`config.mk`:
```
export PLATFORM = sky130hd
export DESIGN_NAME = ex_mem_skid_reg
export DESIGN_NICKNAME = d
export VERILOG_FILES = /design/src/rtl/ex_mem_skid_reg.sv
export SDC_FILE = /design/constraint.sdc
export NUM_CORES = 1
export LEC_CHECK = 0
export CORE_AREA = 2 2 134 136
export CTS_CLUSTER_SIZE = 25
export DETAILED_ROUTE_END_ITERATION = 7
export DIE_AREA = 0 0 136 138
export PLACE_DENSITY = 0.79
export SYNTH_ARGS = -nofsm -noshare
export SYNTH_HDL_FRONTEND = slang
export SYNTH_SLANG_ARGS = --single-unit
```
`constraint.sdc`:
```
create_clock -name clk -period 19.6 [get_ports clk]
set_clock_uncertainty 0.05 [all_clocks]
set_input_delay 4.9 -clock clk [delete_from_list [all_inputs] [get_ports clk]]
set_output_delay 4.9 -clock clk [all_outputs]
set_load 0.005 [all_outputs]
```
`src/rtl/ex_mem_skid_reg.sv`:
```
// ex_mem_skid_reg -- elastic EX->MEM pipeline register for the MIPS32 core.
//
// Holds up to two in-flight instructions: the main entry drives the MEM-side
// outputs, and the skid entry absorbs one extra instruction when MEM stalls.
// in_ready comes only from registered state, so MEM back-pressure never forms
// a combinational path back into EX. Payload outputs read as zero whenever no
// entry is valid, which makes an empty slot a harmless bubble.
//
// Optional feature macro: EXMEM_HILO_EN
//   defined   -> hi/lo/hilo_write ports exist and travel with the payload
//   undefined -> those ports and their storage are absent
//
// Priority of controls: rst > flush > valid/ready handshake.

module ex_mem_skid_reg #(
    parameter int DATA_W = 32,
    parameter int ADDR_W = 5,
    parameter int MOP_W  = 4
) (
    input  logic              clk,
    input  logic              rst,
    input  logic              flush,

    // EX side
    input  logic              in_valid,
    output logic              in_ready,
    input  logic [DATA_W-1:0] wdata_i,
    input  logic [ADDR_W-1:0] rd_addr_i,
    input  logic              rd_write_i,
    input  logic [MOP_W-1:0]  mem_op_i,
    input  logic [DATA_W-1:0] mem_addr_i,
    input  logic [DATA_W-1:0] mem_wdata_i,
`ifdef EXMEM_HILO_EN
    input  logic [DATA_W-1:0] hi_i,
    input  logic [DATA_W-1:0] lo_i,
    input  logic              hilo_write_i,
`endif

    // MEM side
    output logic              out_valid,
    input  logic              out_ready,
    output logic [DATA_W-1:0] wdata_o,
    output logic [ADDR_W-1:0] rd_addr_o,
    output logic              rd_write_o,
    output logic [MOP_W-1:0]  mem_op_o,
    output logic [DATA_W-1:0] mem_addr_o,
    output logic [DATA_W-1:0] mem_wdata_o
`ifdef EXMEM_HILO_EN
    ,
    output logic [DATA_W-1:0] hi_o,
    output logic [DATA_W-1:0] lo_o,
    output logic              hilo_write_o
`endif
);

    // ------------------------------------------------------------------
    // Types
    // ------------------------------------------------------------------

    // Everything that travels from EX to MEM, copied verbatim.
    typedef struct packed {
        logic [DATA_W-1:0] wdata;
        logic [ADDR_W-1:0] rd_addr;
        logic              rd_write;
        logic [MOP_W-1:0]  mem_op;
        logic [DATA_W-1:0] mem_addr;
        logic [DATA_W-1:0] mem_wdata;
`ifdef EXMEM_HILO_EN
        logic [DATA_W-1:0] hi;
        logic [DATA_W-1:0] lo;
        logic              hilo_write;
`endif
    } payload_t;

    // State bits are {skid_valid, main_valid}; 2'b10 cannot occur because
    // the skid entry only fills while the main entry is occupied.
    typedef enum logic [1:0] {
        ST_EMPTY = 2'b00,
        ST_ONE   = 2'b01,
        ST_FULL  = 2'b11
    } state_t;

    // ------------------------------------------------------------------
    // Storage
    // ------------------------------------------------------------------

    state_t   state_q, state_d;
    payload_t main_q,  main_d;
    payload_t skid_q,  skid_d;
    payload_t in_pl;
    payload_t out_pl;

    logic main_valid;
    logic skid_valid;
    logic push;
    logic pop;

    // ------------------------------------------------------------------
    // Input packing and handshake terms
    // ------------------------------------------------------------------

    assign in_pl.wdata      = wdata_i;
    assign in_pl.rd_addr    = rd_addr_i;
    assign in_pl.rd_write   = rd_write_i;
    assign in_pl.mem_op     = mem_op_i;
    assign in_pl.mem_addr   = mem_addr_i;
    assign in_pl.mem_wdata  = mem_wdata_i;
`ifdef EXMEM_HILO_EN
    assign in_pl.hi         = hi_i;
    assign in_pl.lo         = lo_i;
    assign in_pl.hilo_write = hilo_write_i;
`endif

    assign main_valid = state_q[0];
    assign skid_valid = state_q[1];

    // Ready only while the skid slot is free: one cycle of MEM stall can
    // always be absorbed without looking at out_ready.
    assign in_ready  = !rst && !skid_valid;
    assign out_valid = main_valid;

    assign push = in_valid && in_ready;
    assign pop  = main_valid && out_ready;

    // ------------------------------------------------------------------
    // Control state register
    // ------------------------------------------------------------------

    // Register the occupancy state; synchronous reset empties both entries.
    always_ff @(posedge clk) begin
        // NOTE: sequential state uses non-blocking assignments so every
        // register samples the pre-edge values of the others.
        if (rst) begin
            state_q <= ST_EMPTY;
        end else begin
            state_q <= state_d;
        end
    end

    // Register the payload entries; their contents only matter while the
    // matching state bit says they are valid.
    always_ff @(posedge clk) begin
        // NOTE: payload storage has no reset on purpose; validity lives in
        // state_q and the output mux zeroes anything not marked valid.
        main_q <= main_d;
        skid_q <= skid_d;
    end

    // ------------------------------------------------------------------
    // Next-state and payload movement
    // ------------------------------------------------------------------

    // Decide where the incoming and held payloads go this cycle.
    always_comb begin
        // NOTE: every signal written here gets a default first so no path
        // leaves it unassigned, which would otherwise infer a latch.
        state_d = state_q;
        main_d  = main_q;
        skid_d  = skid_q;

        unique case (state_q)
            ST_EMPTY: begin
                if (push) begin
                    main_d  = in_pl;
                    state_d = ST_ONE;
                end
            end

            ST_ONE: begin
                if (push && pop) begin
                    main_d  = in_pl;
                    state_d = ST_ONE;
                end else if (push) begin
                    skid_d  = in_pl;
                    state_d = ST_FULL;
                end else if (pop) begin
                    state_d = ST_EMPTY;
                end
            end

            ST_FULL: begin
                // in_ready is low here, so only a pop can move things.
                if (pop) begin
                    main_d  = skid_q;
                    state_d = ST_ONE;
                end
            end

            default: begin
                state_d = ST_EMPTY;
            end
        endcase

        // A flush kills both entries and discards any same-cycle push.
        if (flush) begin
            state_d = ST_EMPTY;
        end
    end

    // ------------------------------------------------------------------
    // Output bubble gating
    // ------------------------------------------------------------------

    assign out_pl = main_valid ? main_q : '0;

    assign wdata_o      = out_pl.wdata;
    assign rd_addr_o    = out_pl.rd_addr;
    assign rd_write_o   = out_pl.rd_write;
    assign mem_op_o     = out_pl.mem_op;
    assign mem_addr_o   = out_pl.mem_addr;
    assign mem_wdata_o  = out_pl.mem_wdata;
`ifdef EXMEM_HILO_EN
    assign hi_o         = out_pl.hi;
    assign lo_o         = out_pl.lo;
    assign hilo_write_o = out_pl.hilo_write;
`endif

    // ------------------------------------------------------------------
    // Structural properties
    // ------------------------------------------------------------------

    // The skid slot never holds data while the main slot is empty.
    a_legal_state: assert property (@(posedge clk) disable iff (rst)
        state_q != state_t'(2'b10));

    // A stalled output must stay put until MEM takes it.
    a_hold_on_stall: assert property (@(posedge clk) disable iff (rst || flush)
        (out_valid && !out_ready) |=> (out_valid && out_pl == $past(out_pl)));

endmodule

```
---- Word-level counts from Yosys, hierarchy flattened ----
Index checks and enable logic that the tools add are counted.
word-level totals
  output and inout bits ................... 108
  bits in latches ......................... 0
  RAM bits ................................ 0
  register bits ........................... 214
  word-level logic and storage cells ...... 43
  memories ................................ 0
  bits in read-only memories .............. 0
  input bits .............................. 111
operators by class
  mux-type cells .......................... 11
  shift operators ......................... 0
  equality and inequality tests ........... 6
  div/mod/pow operators ................... 0
  add/sub/neg operators ................... 0
  reductions and logical operators ........ 12
  bitwise operators ....................... 1
  $mul .................................... 0
  $lt $le $gt $ge ......................... 0
operators with widths
  kind                                                                    number
  106-bit two-way mux                                                     4
  106-bit case mux with 3 select lines                                    1
  2-bit two-way mux                                                       5
  2-bit inequality test (second input constant)                           3
  2-bit case mux with 3 select lines                                      1
  3-bit AND reduction                                                     2
  1-bit logical AND                                                       4
  4-bit inequality test (second input constant)                           1
  4-bit AND reduction                                                     1
  3-bit nonzero test                                                      1
  2-bit by 1-bit equality test with 1-bit output (second input constant)  1
  2-bit equality test (second input constant)                             1
  1-bit logical NOT                                                       2
  2-bit logical NOT                                                       1
  2-bit OR reduction                                                      1
  1-bit inverter                                                          1

---- Longest topological paths before layout ----
  depth after elaboration ................. 6
  depth in mapped cells ................... 7
  mapped depth without buffers ............ 5

---- Worst setup path before layout ----
OpenSTA, ideal clock, no wires.
  path kind ............................... input-to-reg
  start ................................... in rst
  end ..................................... reg skid_q[0] (netlist name), enable pin
  setup time .............................. 0.608 ns
  data arrival time ....................... 10.374 ns
  required time ........................... 18.942 ns
  buffers on the path ..................... 0
  stages .................................. 3
  slack ................................... 8.568 ns
  cells stage by stage .................... nor3b_2 nand2_1 a21oi_1
on the way
  cells in the longest elaborated chain, start to end .. 6
RTL lines
  item                                    RTL line  source
  start, declared                         21        input logic rst,
  1-bit logical NOT *                     119       assign in_ready = !rst && !skid_valid;
  1-bit logical AND *                     119
  1-bit logical AND *                     122       assign push = in_valid && in_ready;
  1-bit logical AND                       170       if (push && pop) begin
  1-bit inverter (no source line)         -
  3-bit AND reduction (no source line) *  -
  end signal, assigned                    146       skid_q <= skid_d;
  end, declared                           89        payload_t skid_q, skid_d;
Every way passes the cells marked *; elsewhere a longest branch is shown, timed or not.
A chain may end at the register's enable or synchronous reset.

---- Worst setup path in the final report ----
  start ................................... in rst
  end ..................................... out in_ready
on the way
  cells in the longest elaborated chain, start to end .. 2
RTL lines
  item               RTL line  source
  1-bit logical NOT  119
  1-bit logical AND  119
  end, declared      26        output logic in_ready,
Every way passes these cells.

==> summary.md <==
| Metric | Value |
|---|---|
| Count of flip-flops with a built-in enable after synthesis | 212 |
| Sequential power share | 51.8% |
| Peak supply drop | 0.0000651 V |
| Pwr Density | 88.3 nW/um^2 |
| CP required | 14.65 ns |
| Tightest Pin Transition | 0.978 ns |
| Post-Syn Nets | 590 |
| Portion of synthesized cell area occupied by the leading cell type | 74.5% |
| Clk Tree Root Cell | clkbuf_16 |
| Height of the die | 138 microns |
| Data arrival time at the worst-slack endpoint | 6.04 ns |
| Effective utilization at floorplan | 48.7% |
| Final-layout setup total negative slack | 0 ns |
| Min setup slack post-route | 8.61 ns |
| Total of hold buffers inserted after clock tree synthesis | 0 |
| Total congestion overflow after global routing | 0 |
| Number of I/O pins | 219 |
| DRT iter0 DRCs | 281 |
| TritonCTS clock tree | built |
| Gate Count Post-Synth | 475 |
| Area growth from synthesis to final layout | 37.2% |
| Total DRC errors in the routed layout | 0 |
| Cell family with most CP delay | buffers and inverters |
| Clock-pin transition on the worst setup and hold timing paths | 0.06 ns |
| Global router's overall resource usage | 18.2% |
| Number of max-slew violations in the final report | 0 |
| Worst-case clock buffer depth | 3 |
| Most common cell type on the critical path | clkdlybuf4s50_1 |
| Upper clock frequency limit | 91.0 MHz |
| Cell type with the largest total area after synthesis | edfxtp_1 |
| Setup slack at placement | 8.62 ns |
| Worst hold stages | 1 |
| First-pass iteration count of the detailed router | 4 |
| CP Buf/Inv Count | 2 |
| Clk sinks | 214 |
| Category of the worst setup path launch point | primary input |
| Post-DP HPWL | 10700 microns |
| Antenna diode count | 0 |
| Reported max-cap violation count | 0 |
| Die Wd | 136 microns |
| Maximum fanout encountered on the critical timing path | 5 |
| Clock buffers created by TritonCTS | 23 |
| Nets@finish | 813 |
| Portion of the post-synthesis area used by sequential elements | 75.0% |
| Vias after detailed routing | 4821 |
| Mean cell area of the mapped netlist | 18.0 sq um |
| Sw Pwr | 207 uW |
| Switching portion of total power | 20.0% |
| Cell with the largest stage delay on the worst path | clkdlybuf4s50_1 |
| Cell with the most instances after synthesis | edfxtp_1 |
| Result of the run | completed |
| Number of placed instances with taps included | 902 |
| Critical path start-end classification | in -> out |
| Top cells by area, synth | edfxtp_1 75%, mux2_1 14%, and2_1 7.8% |
| Final setup viols | 0 |
| Synth async-reset ratio | 0% |
| Post-detailed-route via-to-cell ratio | 5.11 |
| Count of different cell masters after synthesis | 20 |
| Leakage | 0.00397 uW |
| Final critical-path required period | 10.99 ns |
| Core region area | 17500 sq um |
| Syn. warnings | 0 |
| Standard-cell row count | 49 |
| Class of the tightest hold or removal check | reg -> reg |
| Fraction of layout instances using a drive strength above 1 | 6.86% |
| Pin count of the biggest net entering global routing | 115 |
| Worst setup EP type | primary output |
| Antenna-violating nets left | 0 |
| Final hold violation count | 0 |
| Maximum level of the CTS H-tree | 1 |
| Count of input and output buffers | 218 |
| Logic gate share of total power | 6.8% |
| Worst reg-to-reg path cell count | 5 |
| Gpl congestion | 0.736 |
| Average wire length per cell after detail routing | 18.0 microns |
| Setup Buffers After CTS | 0 |
| Non-filler cells in the finished layout | 943 |
| Int Pwr | 828 uW |
| CP peak stage delay | 0.51 ns |
| Number of synthesized register bits | 214 |
| Worst path cell trace | clkdlybuf4s50_1 -> nor2_1 -> clkdlybuf4s50_1 |
| Wire length of the first global-routing pass | 27000 microns |
| Leading cell types by count after synthesis | 212 x edfxtp_1, 106 x and2_1, 106 x mux2_1, 12 x buf_2, 12 x clkbuf_1 |
| Setup repair after global routing missed its margin | no |
| Total Die Area | 18800 sq um |
| Clk pwr share | 41.4% |
| Flip-flop cell with the highest count after synthesis | edfxtp_1 |
| Via count of the first global-routing pass | 5107 |
| Final worst-path cycle share | 56.1% |
| Clock latency reported for the late side of the worst-skew pair | 0.49 ns |
| Number of logic stages on the critical path including buffering | 3 |
| Slew headroom | 34.8% |
| Summed instance area of the synthesized netlist | 8540 sq um |
| Total Routed Length | 17000 microns |
| Antenna violations before repair | 0 |
| Post_cts resized | 0 |
per-stage QoR:
stage                     hold slack [ns]  utilization, %  cell area [sq um]  total power [uW]
after floorplan                     0.458               -               8540               569
after global placement              0.463            62.6              11000               614
after detailed placement            0.468            62.6              11000               617
after CTS                           0.483            66.9              11700              1050
after global routing                0.494            66.9              11700              1070
final                               0.480            66.9              11700              1030
final timing paths:
path	from	endpoint	slack (ns)
min reg2reg	skid_q[97]	main_q[97]	0.48
min	skid_q[97]	main_q[97]	0.48
max	rst	in_ready	8.61
max reg2reg	state_q[0]	main_q[105]	15.97
sequential cells by signal (all words and copies together) (netlist names):
signal / cells
main_q: 106
skid_q: 106
state_q: 2
cells by family after synthesis:
| kind of cell | share of synthesized area, % |
|---|---|
| buffers and inverters | 1.32 |
| flip-flops | 75.0 |
| multiplexers | 14.1 |
| adder cells (fa/ha/maj) | 0.586 |
| AO/OA/AOI/OAI | 0.498 |
| AND/OR/NAND/NOR | 8.52 |
final cells by class:
type / count / area (sq um)
well taps: 229 / 287
inverters: 2 / 7.51
clock inverters: 15 / 166
repair buffers: 222 / 2210
fillers: 1200 / 5810
clock buffers: 26 / 587
flip-flops and latches: 214 / 6410
multi-input cells: 235 / 2050
metal layers:
metal	global-route usage (%)	wire length [microns]	vias to the layer above
met5	0	0	-
met4	7.46	600	0
met3	4.22	1160	48
met2	29.9	8290	179
met1	23.3	6910	2371
li1	-	-	2223
placed cells by master, fill, tap and decap left out, drive strengths merged, types with 2 or more instances in the layout:
cell           synthesis  layout
buf                   12       4
a21oi                  2       2
clkdlybuf4s50          0     218
inv                    2       4
dfxtp                  2       2
mux2                 106     106
nand2                  5       5
bufinv                 0       3
clkinv                 0       8
ha                     4       4
nor2                   2       2
clkinvlp               0       2
o21ai                  2       2
clkbuf                12      26
edfxtp               212     212
and2                 106     106
power groups by stage:
stage	registers, uW	clock network, uW	logic, uW
final	536	429	70.5
after global routing	538	459	76.4
after CTS	536	438	71.9
after detailed placement	546	0	71.3
after global placement	545	0	69.3
after floorplan	543	0	25.3
Note: power is estimated with default switching activity, not from simulation.
